<file path="config.mk">
export PLATFORM = sky130hd
export DESIGN_NAME = priority_encoder_rr
export DESIGN_NICKNAME = d
export VERILOG_FILES = /design/src/rtl/priority_encoder_rr.sv
export SDC_FILE = /design/constraint.sdc
export NUM_CORES = 1
export LEC_CHECK = 0
export CORE_MARGIN = 2
export CORE_UTILIZATION = 55
export CTS_BUF_LIST = sky130_fd_sc_hd__clkbuf_4
export DETAILED_ROUTE_END_ITERATION = 12
export DONT_BUFFER_PORTS = 1
export PLACE_DENSITY = 0.71
export SLEW_MARGIN = 40
export SYNTH_ARGS = -nofsm -noshare
export SYNTH_HDL_FRONTEND = slang
export SYNTH_SLANG_ARGS = --single-unit
</file>
<file path="constraint.sdc">
create_clock -name clk -period 2.6 [get_ports clk]
set_input_delay 0.65 -clock clk [delete_from_list [all_inputs] [get_ports clk]]
set_output_delay 0.65 -clock clk [all_outputs]
set_load 0.05 [all_outputs]
</file>
<file path="src/rtl/priority_encoder_rr.sv">
// Registered N-to-log2(N) priority encoder, fixed or round-robin, 1-cycle latency.
// One-entry output register; in_ready drops only while a held result is not being drained.
module priority_encoder_rr #(
  parameter int N = 8,
  parameter int W = $clog2(N)
) (
  input  logic         clk,
  input  logic         rst,
  input  logic         in_valid,
  output logic         in_ready,
  input  logic [N-1:0] in,
  input  logic         rr_mode,
  output logic         out_valid,
  input  logic         out_ready,
  output logic [W-1:0] out,
  output logic         out_none
);

  logic [W-1:0] out_q, out_d;
  logic         out_none_q, out_none_d;
  logic         out_valid_q, out_valid_d;
  logic [W-1:0] ptr_q, ptr_d;

  logic         accept;
  logic         drain;
  logic         any_set;
  logic         lo_found;
  logic [W-1:0] fix_idx;
  logic [W-1:0] lo_idx;
  logic [W-1:0] hi_idx;
  logic [W-1:0] enc_idx;

  assign in_ready  = !out_valid_q || out_ready;
  assign accept    = in_valid && in_ready;
  assign drain     = out_valid_q && out_ready;
  assign out       = out_q;
  assign out_none  = out_none_q;
  assign out_valid = out_valid_q;

  // Round-robin: highest set bit at or below ptr wins; otherwise highest set bit above ptr.
  always_comb begin
    any_set  = 1'b0;
    lo_found = 1'b0;
    fix_idx  = '0;
    lo_idx   = '0;
    hi_idx   = '0;
    for (int i = 0; i < N; i++) begin
      if (in[i]) begin
        any_set = 1'b1;
        fix_idx = W'(i);
        if (i <= int'(ptr_q)) begin
          lo_found = 1'b1;
          lo_idx   = W'(i);
        end else begin
          hi_idx = W'(i);
        end
      end
    end
    if (rr_mode) begin
      enc_idx = lo_found ? lo_idx : hi_idx;
    end else begin
      enc_idx = fix_idx;
    end
  end

  always_comb begin
    out_d       = out_q;
    out_none_d  = out_none_q;
    out_valid_d = out_valid_q;
    ptr_d       = ptr_q;
    if (accept) begin
      out_valid_d = 1'b1;
      if (any_set) begin
        out_d      = enc_idx;
        out_none_d = 1'b0;
        if (rr_mode) begin
          ptr_d = (enc_idx == '0) ? W'(N - 1) : enc_idx - W'(1);
        end
      end else begin
        out_none_d = 1'b1;
      end
    end else if (drain) begin
      out_valid_d = 1'b0;
    end
  end

  always_ff @(posedge clk) begin
    if (rst) begin
      out_q       <= '0;
      out_none_q  <= 1'b0;
      out_valid_q <= 1'b0;
      ptr_q       <= W'(N - 1);
    end else begin
      out_q       <= out_d;
      out_none_q  <= out_none_d;
      out_valid_q <= out_valid_d;
      ptr_q       <= ptr_d;
    end
  end

endmodule
</file>
### Word level (Yosys, flattened, before mapping)

Cells that the tools add are included.

* $lt $le $gt $ge: 7
* add/subtract/negate cells: 1
* reduce and logical (&&, ||, !) cells: 8
* muxes and demuxes: 63

Operators by type and width (number)
* $mux 3: 33
* $mux 1: 30
* $le 3x3->1 const A: 4
* $le 2x3->1 const A: 2
* $le 1x3->1 const A: 1
* $logic_not 3->1: 1
* $reduce_and 3->1: 1
* $sub 3x1->3 const B: 1
* $logic_and 1x1->1: 2
* $reduce_and 2->1: 1
* $reduce_bool 2->1: 1
* $logic_not 1->1: 1
* $logic_or 1x1->1: 1

* input port bits: 13
* output and inout port bits: 6
* register bits: 8
* word-level logic and storage cells: 83

### Longest topological paths before layout

* word-level depth: 19
* gate-level depth with buffers: 11
* gate-level depth less buffers: 9

### Worst setup path after synthesis

No wires, ideal clock.

* path type: input-to-reg
* start: input in[2]
* end: register ptr_q[2]
* setup slack: 165 ps
* stages: 9
* data required time: 2480 ps
* arrival time: 2315 ps
* buffers on the path: 0
* library setup time: 120 ps
* cell sequence: nor3_1 > o22ai_1 > o41ai_2 > a211oi_1 > a22o_1 > ha_1 > ha_1 > nor2_1 > a211o_1

* cells in the longest elaborated chain, start to end: 15
* elaborated cells between the ends (all ways): 51
* classes of those cells: add/sub (1); mux (48); reduce/logical (2)

Ends and longest elaborated chain
* start, declared: line 11 `input logic [N-1:0] in,`
* $mux 3 or $mux 1 (tied branches): line 48 `if (in[i]) begin`
* $mux 3 or $mux 1 (tied branches): line 51 `if (i <= int'(ptr_q)) begin`
* $mux 3 or $mux 1 (tied branches): line 48
* $mux 3 or $mux 1 (tied branches): line 51
* $mux 3 or $mux 1 (tied branches): line 48
* $mux 3 or $mux 1 (tied branches): line 51
* $mux 3 or $mux 1 (tied branches): line 48
* $mux 3 or $mux 1 (tied branches): line 51
* $mux 3 or $mux 1 (tied branches): line 48
* $mux 3 or $mux 1 (tied branches): line 51
* $mux 3 or $mux 1 (tied branches): line 48
* $mux 3: line 60 `enc_idx = lo_found ? lo_idx : hi_idx;`
* $mux 3: line 59 `if (rr_mode) begin`
* $sub 3x1->3 or $logic_not 3->1 (tied branches): line 77 `ptr_d = (enc_idx == '0) ? W'(N - 1) : enc_idx - W'(1);`
* $mux 3: line 77
* end signal, assigned: line 92 `ptr_q <= W'(N - 1);`
* end signal, assigned: line 97 `ptr_q <= ptr_d;`
* end, declared: line 22 `logic [W-1:0] ptr_q, ptr_d;`

Parallel ways exist; a longest one is shown, timed or not.
A chain may end at the register's enable or synchronous reset.

### Worst setup path after layout

* start: register ptr_q[1]
* end: register ptr_q[2]

* cells in the longest elaborated chain, start to end: 19
* elaborated cells between the ends (all ways): 54
* classes of those cells: add/sub (1); order compare (7); mux (45); reduce/logical (1)

Ends and longest elaborated chain (line)
* $le 1x3->1: 51
* $mux 1: 51
* $mux 1: 48
* $mux 3 or $mux 1 (tied branches): 51
* $mux 3 or $mux 1 (tied branches): 48
* $mux 3 or $mux 1 (tied branches): 51
* $mux 3 or $mux 1 (tied branches): 48
* $mux 3 or $mux 1 (tied branches): 51
* (+3 left out)
* $mux 3 or $mux 1 (tied branches): 51
* $mux 3 or $mux 1 (tied branches): 48
* $mux 3 or $mux 1 (tied branches): 51
* $mux 3 or $mux 1 (tied branches): 48
* $mux 3 *: 60
* $mux 3 *: 59
* $sub 3x1->3 or $logic_not 3->1 (tied branches): 77
* $mux 3 *: 77

Mark *: on every way between the ends. The rest lies on a longest branch, timed or not.

==> parameters.txt <==
Parameter                              Value

Worst setup path
  Critical path's slowest cell ... dfxtp_2
  Type of origin of the critical path ... flop
  Data arrival time of the critical path ... 2.58 ns
  Category of the critical setup timing path ... reg2reg
  Crit-path max cell delay ... 0.41 ns
  Required arrival time at the worst endpoint ... 2.75 ns
  CP cell instances ... o21a_1, o21a_1, o41ai_2, a211oi_1, a22o_1, ha_1, ha_1, nor2_1, a211o_1
  Critical path capture point type ... flop
  Worst-path maximum fanout ... 17

Cells and area
  Layout overhead on the synthesized area ... 6.91%
  Layout cell share with drive strength beyond 1 ... 16.2%
  Core occupancy in the finished layout ... 61.0%
  Filler instances ... 131
  Total inserted antenna cells ... 0
  Count of nets after finishing ... 116
  Post-route insts no fill ... 114

Logic synthesis
  Cell area after synthesis ... 724 µm²
  Post-Syn Area per Cell ... 7.47 µm²
  Syn Inst Count ... 97
  Post-synthesis async set-or-reset flop share ... 0%
  Warnings from Yosys ... 0
  Fraction of the mapped netlist area in compound gates ... 37.8%
  Number of enable-type register cells in the synthesized netlist ... 0
  Number of distinct standard cells referenced by the synthesized netlist ... 40
  Parity-gate share of the synthesized area counting xor and xnor cells ... 0%
  Sequential fraction of the synthesis area ... 22.1%
  Post-synthesis simple-gate area fraction ... 31.4%
  Post-Synth Adder-Cell Area ... 3.45%
  Syn nets ... 112
  Flip-flop cell with the highest count after synthesis ... dfxtp_1
  Synthesized flop and latch total ... 8
  Largest family of logic cells by synthesized area ... compound AO/OA/AOI/OAI gates
  Multiplexer share of the synthesized area ... 0%

GRT
  Number of global-route vias before repair ... 675
  First-pass GRT wire length ... 2730 µm
  Global-route congestion overflow total ... 0
  Largest net degree at the start of global routing ... 18
  Antenna violations before repair ... 0
  Overall Global Routing Usage ... 25.3%

Clock network
  Number of buffers on the longest clock path ... 2
  Sinks on Clock Net ... 8
  Setup bufs post-CTS ... 0
  Number of buffers inserted during clock tree synthesis ... 3
  Maximum level of the CTS H-tree ... 1
  Clk root buf ... clkbuf_4
  Latest clock arrival within the worst-skew pair ... 0.26 ns
  Worst-path clk slew ... 0.06 ns
  TritonCTS clock tree ... done

Route
  Routed Antenna Nets ... 0
  Post-detailed-route via-to-cell ratio ... 6.72
  Starting DRC count in detailed routing ... 16
  Via count ... 766
  Total detailed-routing wirelength ... 1790 µm
  DRC ... 0
  Average wire length per cell after detail routing ... 15.7 µm
  Number of detailed-routing iterations run before antenna repair ... 4

Job
  Reported max-cap violation count ... 0

Power
  Power density cells ... 473 nW/µm²
  Highest ir drop seen on vdd ... 0.302 mV
  Overall Power ... 0.366 mW
  Static leakage power ... 0.301 nW

Die
  Area of the core ... 1270 µm²
  Die span in y ... 40.3 µm
  Effective utilization at floorplan ... 57.1%
  Overall die area ... 1620 µm²
  Number of cell rows ... 13
  Chip width ... 40.3 µm
  Boundary pin count ... 19

STA
  Maximum clock frequency ... 412 MHz
  Transition time at the pin with the least slew margin ... 0.511 ns
  Final period utilization ... 93.4%
  RSZ-0062 raised after global routing ... false
  Setup violation total in the final timing report ... 0
  Final-report hold violation count ... 0
  Setup clock skew after layout ... 0.00392 ns
  Max-slew violation total from the final report ... 0
  Max-slew headroom ... 65.9%
  Time the final worst path needs with I/O delays and setup ... 2.43 ns

Placement
  Detailed-placement wirelength estimate ... 1370 µm
  Placed cell count ... 111
  IO buf count ... 0
  Routability Congestion ... 0.840

Min path
  HP Class ... in2reg

Run status
  Run status ... complete, no violations
flip-flops by register name, indices dropped and copies added (netlist names):
register / flops
out: 3
out_none: 1
ptr_q: 3
out_valid: 1
layer usage:
layer  vias to the layer above  wire [µm]  track usage [%]
li1                        376          -                -
met1                       361        742             27.9
met2                        25        890             45.6
met3                         4        129             3.33
met4                         0         26             15.0
met5                         -          0                0
final timing paths:
path	cells after the start	slack [ns]	from	endpoint
setup / recovery	9	0.17	ptr_q[1]	ptr_q[2]
hold / removal	1	0.46	rst	out_valid
setup reg to reg	9	0.17	ptr_q[1]	ptr_q[2]
hold reg to reg	2	0.62	ptr_q[0]	ptr_q[0]
logic make-up after synthesis:
| kind of cell | count (synthesis) |
|---|---|
| compound gates | 36 |
| buf+inv | 7 |
| fa+ha+maj | 2 |
| flops | 8 |
| simple gates | 44 |
layout by cell type (no fill, tap or decap), drive strengths merged, types with 3 or more instances in the layout:
cell type | netlist | final
clkbuf | 1 | 3
nor3 | 4 | 4
dfxtp | 8 | 8
nor2 | 13 | 13
buf | 4 | 4
a21oi | 6 | 6
o21ai | 5 | 5
nand2 | 9 | 9
nand2b | 3 | 3
what timing repair did:
action	in CTS	in global routing
gates resized for setup	0	3
hold buffers	0	0
endpoints found under the setup margin	0	2
critical path: cells and delay by family, from the launching register on:
family	cells	cell delay (ns)
flip-flops	1	0.41
adder cells (fa/ha/maj)	2	0.47
AO/OA/AOI/OAI	6	1.40
AND/OR/NAND/NOR	1	0.04
power breakdown:
part	internal (mW)	total, mW	leakage [nW]	switching [mW]
Combinational	0.0445	0.0949	0.222	0.0503
Sequential	0.134	0.174	0.0656	0.0401
Clock	0.0530	0.0974	0.0138	0.0445
Total	0.231	0.366	0.301	0.135
cell type report:
cell class	instances	area, µm²	area share, %
inverters	2	7.51	0.969
flip-flops and latches	8	163	21.0
repair buffers	4	30.0	3.88
clock buffers	3	22.5	2.91
multi-input cells	82	533	68.8
well taps	15	18.8	2.42
synth_stat cells (3+ instances only):
master     n  share of area [%]
nor2_1    13                6.7
a21oi_1    6                4.1
dfxtp_1    8                 22
nand2_1    9                4.7
buf_2      3                2.1
nor3_1     4                2.8
o21ai_0    5                3.5
nand2b_1   3                2.6
per-stage QoR:
| step | setup slack [ns] | instance area [µm²] | TNS, ns | hold slack [ns] |
|---|---|---|---|---|
| after detailed placement | -0.0333 | 743 | -0.0444 | 0.618 |
| after global routing | 0.0344 | 774 | 0 | 0.460 |
| after global placement | 0.0831 | 743 | 0 | 0.594 |
| after CTS | 0.0223 | 766 | 0 | 0.452 |
| final | 0.171 | 774 | 0 | 0.458 |
| after floorplan | 0.165 | 724 | 0 | 0.688 |
(Power assumes the default switching activity.)
==> variant (config.mk and constraints unchanged) <==
Make the reset (`rst`) asynchronous in one clocked block.
--- a/src/rtl/priority_encoder_rr.sv
+++ b/src/rtl/priority_encoder_rr.sv
@@ -86,3 +86,3 @@
 
-  always_ff @(posedge clk) begin
+  always_ff @(posedge clk or posedge rst) begin
     if (rst) begin
Function: differs if rst is asserted again (counterexample within 4 cycles, from zero or initial values and one cycle with rst high); with rst held inactive, the same outputs for 10 cycles.
==> variant against the unedited design <==
  * Area after synthesis up 5.9%
  * Final area rose by 1.9%
  * Worst setup slack improved by 0.081 ns
  * Sequential cell count stayed put
  * Cell count is 4.4% lower
  * Routed wire length down 1.1%
  * Highest routed layer unchanged
Power is not compared: it rests on default switching activity, and its combinational part moved more than twofold at a synthesized area within 25%.
==> variant: results <==
{
  "critPathSlowestCell": "dfstp_2",
  "max_stage_delay_ns": 0.70,
  "first_pass_iters": 4,
  "clk_path_buf_depth": 2,
  "drive_gt1_share_pct": 16.0,
  "status": "finished clean",
  "ys_async_sr_fraction_pct": 100,
  "yosysSeqAreaShare_pct": 26.6,
  "grt_pass1_wl_um": 2480,
  "syn_nets": 108,
  "hp-class": "in -> async",
  "insertedDiodeCount": 0,
  "cts_made_buffers": 3,
  "drc": 0,
  "p_leak_nw": 0.312,
  "num_vias": 730,
  "clk_pin_slew_worst_paths_ns": 0.07,
  "dpl.hpwl_um": 1350,
  "cts_resized": 0,
  "post_cts_buffers": 0,
  "cts_root_buf": "clkbuf_4",
  "numPortBuffers": 0,
  "dpl_cell_area_um2": 759,
  "yosys-top-cells-count": "o21ai_0 (12), nor2_1 (9), nand2_1 (8)",
  "drtIter0Drc": 30,
  "synth_area_leaders": "dfrtp_1 (16%), dfstp_2 (10%), o21ai_0 (7.8%)",
  "clk_latency_ns": 0.27,
  "htreeDepth": 1,
  "antenna_found_initial": 0,
  "gp_congestion": 0.925,
  "grt_usage_pct": 23.5,
  "yosys_warnings": 0,
  "critPathMaxFanout": 17,
  "fin_skew_ns": 0.0150,
  "fillCellCount": 123,
  "yosys.cell_types.count": 42,
  "syn_area_per_cell_um2": 8.25,
  "grt_max_degree": 18,
  "max-vdd-ir-drop_v": 0.000705,
  "grt_pass1_vias": 566,
  "wl_per_cell_um": 16.2,
  "cp.arrival_ns": 2.53,
  "tightest_slew_ns": 0.480,
  "pwr_density_cell_nw_per_um2": 895,
  "viasPerCell": 6.70
}
[variant: changes by cell type after synthesis, moves of 3 or more]
cell,before,now
dfrtp_1,0,5
dfstp_2,0,3
dfxtp_1,8,0
nor2_1,13,9
buf_2,3,0
buf_4,0,3
inv_1,2,5
o21ai_0,5,12
nor3_1,4,1
[variant: critical path: cells and delay by family, from the launching register on]
kind                     cells  cell delay, ns
AO/OA/AOI/OAI                6            1.17
flip-flops                   1            0.70
adder cells (fa/ha/maj)      2            0.39
[variant: power breakdown]
| part | total (mW) | internal, mW | switching, mW |
|---|---|---|---|
| registers | 0.336 | 0.179 | 0.157 |
| logic | 0.253 | 0.126 | 0.127 |
| clock network | 0.118 | 0.0694 | 0.0483 |
| total | 0.707 | 0.375 | 0.332 |
[variant: per-layer routing]
layer	GRT usage, %	part of all wire [%]	up-vias
li1	-	-	356
met1	30.5	41	332
met2	35.5	47	40
met3	7.98	11	2
met4	9.68	0.79	0
met5	0	0	-
[variant: stage by stage]
step	worst slack, ns	total power, mW
finish	0.252	0.707
global route	0.0830	0.765
CTS	0.263	0.708
detailed placement	0.271	0.591
global placement	0.307	0.586
floorplan	0.474	0.562
[variant: layout make-up]
| class | instances | area share, % |
|---|---|---|
| flip-flops and latches | 8 | 25.8 |
| multi-input cells | 76 | 64.7 |
| repair buffers | 1 | 0.951 |
| inverters | 5 | 2.38 |
| clock buffers | 4 | 3.80 |
| well taps | 15 | 2.38 |
[variant: kinds of logic after synthesis]
family                   Yosys count  synth area share, %
AO/OA/AOI/OAI                     41                 38.8
AND/OR/NAND/NOR                   32                 23.2
buffers and inverters              9                 6.85
flip-flops                         8                 26.6
adder cells (fa/ha/maj)            2                 3.26
multiplexers                       1                 1.31
[variant: path summary, 6_finish.rpt]
check / startpoint / to / slack, ns / cells after the start
max: ptr_q[2] / ptr_q[2] / 0.25 / 8
min: rst / out_valid / 0.21 / 1
max reg2reg: ptr_q[2] / ptr_q[2] / 0.25 / 8
min reg2reg: ptr_q[1] / ptr_q[1] / 0.60 / 2
max in group asynchronous: rst / ptr_q[2] / 2.10 / 1
min in group clk: rr_mode / ptr_q[0] / 0.48 / 1
